**config.mk**
```make
export PLATFORM = sky130hd
export DESIGN_NAME = bioee_sdram_page_arbiter
export DESIGN_NICKNAME = d
export VERILOG_FILES = /design/src/rtl/bioee_sdram_pkg.sv /design/src/rtl/bioee_rr_pick.sv /design/src/rtl/bioee_sdram_page_arbiter.sv
export SDC_FILE = /design/constraint.sdc
export NUM_CORES = 1
export LEC_CHECK = 0
export ABC_AREA = 0
export CORE_MARGIN = 1.5
export CORE_UTILIZATION = 40
export DETAILED_ROUTE_END_ITERATION = 8
export SLEW_MARGIN = 15
export SYNTH_ARGS = -nofsm -noshare
export SYNTH_HDL_FRONTEND = slang
export SYNTH_SLANG_ARGS = --single-unit
```
**constraint.sdc**
```tcl
create_clock -name sdram_clk -period 5.4 [get_ports sdram_clk]
set_clock_uncertainty 0.1 [all_clocks]
set_input_delay 1.08 -clock sdram_clk [delete_from_list [all_inputs] [get_ports sdram_clk]]
set_output_delay 1.08 -clock sdram_clk [all_outputs]
set_load 0.02 [all_outputs]
```
**src/rtl/bioee_sdram_pkg.sv**
```systemverilog
// rtl/bioee_sdram_pkg.sv - shared types and constants for the SDRAM page arbiter
package bioee_sdram_pkg;

  typedef enum logic [1:0] {
    IDLE = 2'd0,
    WACK = 2'd1,
    RACK = 2'd2,
    BUSY = 2'd3
  } arb_state_e;

  localparam int ROW_W      = 15;
  localparam int PAGE_WORDS = 512;

endpackage

```
**src/rtl/bioee_rr_pick.sv**
```systemverilog
// rtl/bioee_rr_pick.sv - round-robin picker, search starts after the last grant
module bioee_rr_pick #(
  parameter int NCH = 2,
  localparam int CW = $clog2(NCH)
) (
  input  logic [NCH-1:0] req,
  input  logic [CW-1:0]  last,
  output logic           valid,
  output logic [CW-1:0]  grant
);

  logic [CW-1:0] idx;

  // Walk from the farthest candidate to the nearest so the nearest requester wins.
  always_comb begin
    valid = 1'b0;
    grant = last;
    idx   = '0;
    for (int k = NCH; k >= 1; k--) begin
      idx = last + CW'(k);
      if (req[idx]) begin
        valid = 1'b1;
        grant = idx;
      end
    end
  end

endmodule

```
**src/rtl/bioee_sdram_page_arbiter.sv**
```systemverilog
// rtl/bioee_sdram_page_arbiter.sv - multi-channel page scheduler in front of sdramctrl
// Optional: BIOEE_PAGE_ARB_OVERWRITE_EN lets a write to a full region drop the oldest page.
module bioee_sdram_page_arbiter
  import bioee_sdram_pkg::*;
#(
  parameter int NCH         = 2,
  parameter int REGION_LOG2 = 12,
  parameter int TRIG_PAGES  = 1,
  localparam int CW = $clog2(NCH),
  localparam int PW = REGION_LOG2 + 1
) (
  input  logic              sdram_clk,
  input  logic              sdramreset_n,
  input  logic [NCH-1:0]    wr_req,
  input  logic [NCH-1:0]    rd_room,
  input  logic [NCH-1:0]    rd_en,
  input  logic [NCH-1:0]    clear_ovf,
  output logic              cmd_pagewrite,
  output logic              cmd_pageread,
  input  logic              cmd_ack,
  input  logic              cmd_done,
  output logic [ROW_W-1:0]  rowaddr,
  output logic [CW-1:0]     grant_ch,
  output logic              busy,
  output logic [NCH*PW-1:0] fill_pages,
  output logic [NCH-1:0]    fill_level_trigger,
  output logic [NCH-1:0]    overflow
);

  localparam logic [PW-1:0] CAP = PW'(1) << REGION_LOG2;

  arb_state_e state;

  logic [REGION_LOG2-1:0] wptr   [NCH];
  logic [REGION_LOG2-1:0] rptr   [NCH];
  logic [PW-1:0]          cnt    [NCH];
  logic [REGION_LOG2-1:0] wptr_n [NCH];
  logic [REGION_LOG2-1:0] rptr_n [NCH];
  logic [PW-1:0]          cnt_n  [NCH];

  logic [NCH-1:0] full, wr_elig, rd_elig, ovf_n;
  logic [CW-1:0]  last_w, last_r, w_pick, r_pick;
  logic           w_any, r_any;

  always_comb begin
    for (int i = 0; i < NCH; i++) begin
      full[i] = (cnt[i] == CAP);
`ifdef BIOEE_PAGE_ARB_OVERWRITE_EN
      wr_elig[i] = wr_req[i];
`else
      wr_elig[i] = wr_req[i] && !full[i];
`endif
      rd_elig[i] = rd_en[i] && rd_room[i] && (cnt[i] != '0);
    end
  end

  bioee_rr_pick #(.NCH(NCH)) u_pick_wr (
    .req   (wr_elig),
    .last  (last_w),
    .valid (w_any),
    .grant (w_pick)
  );

  bioee_rr_pick #(.NCH(NCH)) u_pick_rd (
    .req   (rd_elig),
    .last  (last_r),
    .valid (r_any),
    .grant (r_pick)
  );

  // Pointer/count bookkeeping lands on the edge that samples cmd_ack.
  always_comb begin
    for (int i = 0; i < NCH; i++) begin
      wptr_n[i] = wptr[i];
      rptr_n[i] = rptr[i];
      cnt_n[i]  = cnt[i];
      ovf_n[i]  = overflow[i] && !clear_ovf[i];
`ifndef BIOEE_PAGE_ARB_OVERWRITE_EN
      if (wr_req[i] && full[i]) ovf_n[i] = 1'b1;
`endif
      if (cmd_ack && grant_ch == CW'(i)) begin
        if (state == WACK) begin
          wptr_n[i] = wptr[i] + REGION_LOG2'(1);
          if (full[i]) begin
            rptr_n[i] = rptr[i] + REGION_LOG2'(1);
            ovf_n[i]  = 1'b1;
          end else begin
            cnt_n[i] = cnt[i] + PW'(1);
          end
        end else if (state == RACK) begin
          rptr_n[i] = rptr[i] + REGION_LOG2'(1);
          cnt_n[i]  = cnt[i] - PW'(1);
        end
      end
    end
  end

  always_ff @(posedge sdram_clk) begin
    if (!sdramreset_n) begin
      for (int i = 0; i < NCH; i++) begin
        wptr[i] <= '0;
        rptr[i] <= '0;
        cnt[i]  <= '0;
      end
      overflow           <= '0;
      fill_level_trigger <= '0;
    end else begin
      for (int i = 0; i < NCH; i++) begin
        wptr[i]               <= wptr_n[i];
        rptr[i]               <= rptr_n[i];
        cnt[i]                <= cnt_n[i];
        fill_level_trigger[i] <= (cnt_n[i] > PW'(TRIG_PAGES));
      end
      overflow <= ovf_n;
    end
  end

  always_ff @(posedge sdram_clk) begin
    if (!sdramreset_n) begin
      state         <= IDLE;
      cmd_pagewrite <= 1'b0;
      cmd_pageread  <= 1'b0;
      rowaddr       <= '0;
      grant_ch      <= '0;
      busy          <= 1'b0;
      last_w        <= CW'(NCH - 1);
      last_r        <= CW'(NCH - 1);
    end else begin
      case (state)
        IDLE: begin
          if (w_any) begin
            state         <= WACK;
            cmd_pagewrite <= 1'b1;
            grant_ch      <= w_pick;
            last_w        <= w_pick;
            rowaddr       <= ROW_W'({w_pick, wptr[w_pick]});
            busy          <= 1'b1;
          end else if (r_any) begin
            state        <= RACK;
            cmd_pageread <= 1'b1;
            grant_ch     <= r_pick;
            last_r       <= r_pick;
            rowaddr      <= ROW_W'({r_pick, rptr[r_pick]});
            busy         <= 1'b1;
          end
        end
        WACK: begin
          if (cmd_ack) begin
            state         <= BUSY;
            cmd_pagewrite <= 1'b0;
          end
        end
        RACK: begin
          if (cmd_ack) begin
            state        <= BUSY;
            cmd_pageread <= 1'b0;
          end
        end
        BUSY: begin
          if (cmd_done) begin
            state <= IDLE;
            busy  <= 1'b0;
          end
        end
        default: state <= IDLE;
      endcase
    end
  end

  for (genvar g = 0; g < NCH; g++) begin : g_fill
    assign fill_pages[g*PW +: PW] = cnt[g];
  end

endmodule
```
==> flow_summary.ini <==
[power_and_ir_drop]
powerDensity_nw_per_um2 = 400
peakVddDrop_mv = 0.230
power_leakage_nw = 2.40

[sta]
max_freq_ghz = 0.275
slew_headroom_pct = 24.3
fin_setup_tns_ps = 0
slew_viol_final = 0
finalHoldViolCount = 0
rsz0062_at_grt = false
fin_crit_sh_pct = 67.4
fin_crit_ps = 3640
hold_slack_ps = 375
finalSetupViolCount = 0
tightest_slew_ps = 1110

[synthesis]
ys_top_cells_by_area = dfxtp_1, mux2i_1, xor2_1
synth_edf_count = 0
synth-warning-count = 0
netlist_area_sq_um = 5580
synth-seq-area-share_pct = 35.1
synth-seq-cells = 98
post-synth-top-area-cell = dfxtp_1
synthTopCellsByCount = dfxtp_1, nor2_1, nand2_1
synth.most_common_cell = dfxtp_1
synth_ff_type = dfxtp_1
yosysUniqueCellTypes = 75
synth-async-reset-ratio_pct = 0
synth_top_area_share_pct = 35.1
synth_cells = 657
syn_avg_cell_area_sq_um = 8.50

[detailed_routing]
wirelength_um = 13900
detail_route.wl_per_cell_um = 16.0
vias = 4812
drtPass1Iterations = 4
drtIter0Drc = 297
drc = 0
antenna_violating_nets_post_route = 0
viasPerCell = 5.54

[cells_and_area]
area_growth_syn_to_layout_pct = 16.5
drive_gt1_share_pct = 8.37
antenna_cells = 0
fin_nets = 715
n_fill_cell = 1359
multi_input_area_sq_um = 3360
seq_area_sq_um = 1960
finish.utilization_pct = 48.3

[cts]
cts_resized = 0
cts_root_buffer = clkbuf_16
clock_path_buffers = 2
cts-htree-levels = 3
cts_tree = built
cts-hold-fix-buffers = 0
clkSinkCount = 98
worst_skew_pair.late_latency_ps = 350
cts_setup_buffers = 0
cts_buffers = 9
path_clk_slew_ps = 70

[global_routing]
gr-usage-met3_pct = 2.77
grt_pass1_wl_um = 23000
busiest_layer = met2
grt_antenna_before_repair = 0
grt_pass1_vias = 4484
overflow = 0
grt_start_max_net_pins = 63
grt.met2_usage_pct = 31.4
grt_use_met1_pct = 27.6
grtUsageTotal_pct = 19.8

[worst_setup_path]
critPathSlowestCell = clkdlybuf4s50_1
crit_fanout = 11
end_kind = flop
required_ps = 5530
critical_path_class = input port to flop
crit_chain = clkdlybuf4s50_1 -> or4b_1 -> o41ai_1 -> a21boi_0 -> nor3_1 -> nand4_1 -> o41a_1
cp.arrival_ps = 3770
start_kind = input port
critPathMaxStageDelay_ps = 730

[flow_run]
max-cap-violations = 0

[run_status]
status = completed

[floorplanning]
num_rows = 42
io_pins = 61
core-area_sq_um = 13500
die_y_um = 121
initial_core_util_pct = 41.5
dieArea_sq_um = 14700
dieWidth_um = 121

[placed_design]
place_hpwl_um = 9910
portBuffers = 58
gp_congestion = 0.870

[min_path]
hold_path.class = flop to flop
logic make-up (layout without fill, tap and decap cells):
kind of cell,after synthesis,count (layout),synth area share (%)
simple gates,286,286,27.8
compound gates,114,114,15.0
flops,98,98,35.1
buf+inv,59,94,4.79
xor+xnor,54,54,8.47
mux,31,31,5.62
fa+ha+maj,14,14,3.14
other cells,1,2,0.0672
critical path, delay by kind of cell:
family,cells,cell delay [ps]
compound gates,3,1000
simple gates,3,950
buf+inv,1,730
area by class of cell:
| class | instances | area share, % |
|---|---|---|
| multi-input cells | 501 | 51.7 |
| flip-flops and latches | 98 | 30.2 |
| repair buffers | 61 | 9.27 |
| clock buffers | 11 | 3.58 |
| well taps | 176 | 3.39 |
| inverters | 18 | 1.06 |
| clock inverters | 4 | 0.827 |
cells in the final DEF (no fill, tap or decap), drive strengths merged, types with 13 or more instances in the layout:
master         netlist  layout
xor2                31      31
o21ai               20      20
or2                 13      13
xnor2               23      23
a21oi               25      25
inv                 18      17
nand4               23      23
dfxtp               98      98
clkdlybuf4s50        0      58
ha                  14      14
o211ai              14      14
nand3               31      31
and3                19      19
nor3                13      13
nor2                68      68
nand2               44      44
or3                 13      13
mux2i               31      31
and2                16      16
worst paths after layout:
check | startpoint | to | slack [ps] | cells after the start
max | cmd_ack | fill_level_trigger[0] | 1760 | 7
min | overflow[0] | overflow[0] | 380 | 2
min reg2reg | overflow[0] | overflow[0] | 380 | 2
max reg2reg | state[1] | fill_level_trigger[1] | 1960 | 9
sequential cells by signal, summed over array words and instances, names as in the netlist:
name                cells
cnt                    26
rptr                   24
wptr                   24
rowaddr                12
fill_level_trigger      2
overflow                2
state                   2
busy                    1
cmd_pageread            1
cmd_pagewrite           1
grant_ch                1
last_r                  1
last_w                  1
per-stage QoR:
step / power (mW) / setup slack (ps) / instance area, sq um / instances
after CTS: 2.61 / 1800 / 6500 / 869
after detailed placement: 1.96 / 1430 / 6220 / 854
after global routing: 2.76 / 1560 / 6500 / 869
final: 2.60 / 1760 / 6500 / 869
after global placement: 1.95 / 1480 / 6220 / 854
after floorplan: 1.66 / 2330 / 5590 / 658
layer usage:
layer  part of all wire, %  wire [um]  up-vias
met5                     0          0        -
met4                   1.3        180        0
met3                   3.2        449       11
met2                    46       6370       91
met1                    50       6930     2305
li1                      -          -     2405
report_power, final:
part | switching [mW] | internal, mW | leakage, nW
clock network | 0.285 | 0.358 | 0.132
registers | 0.127 | 0.798 | 0.793
logic | 0.595 | 0.437 | 1.47
Power figures use the tool's default switching activity.
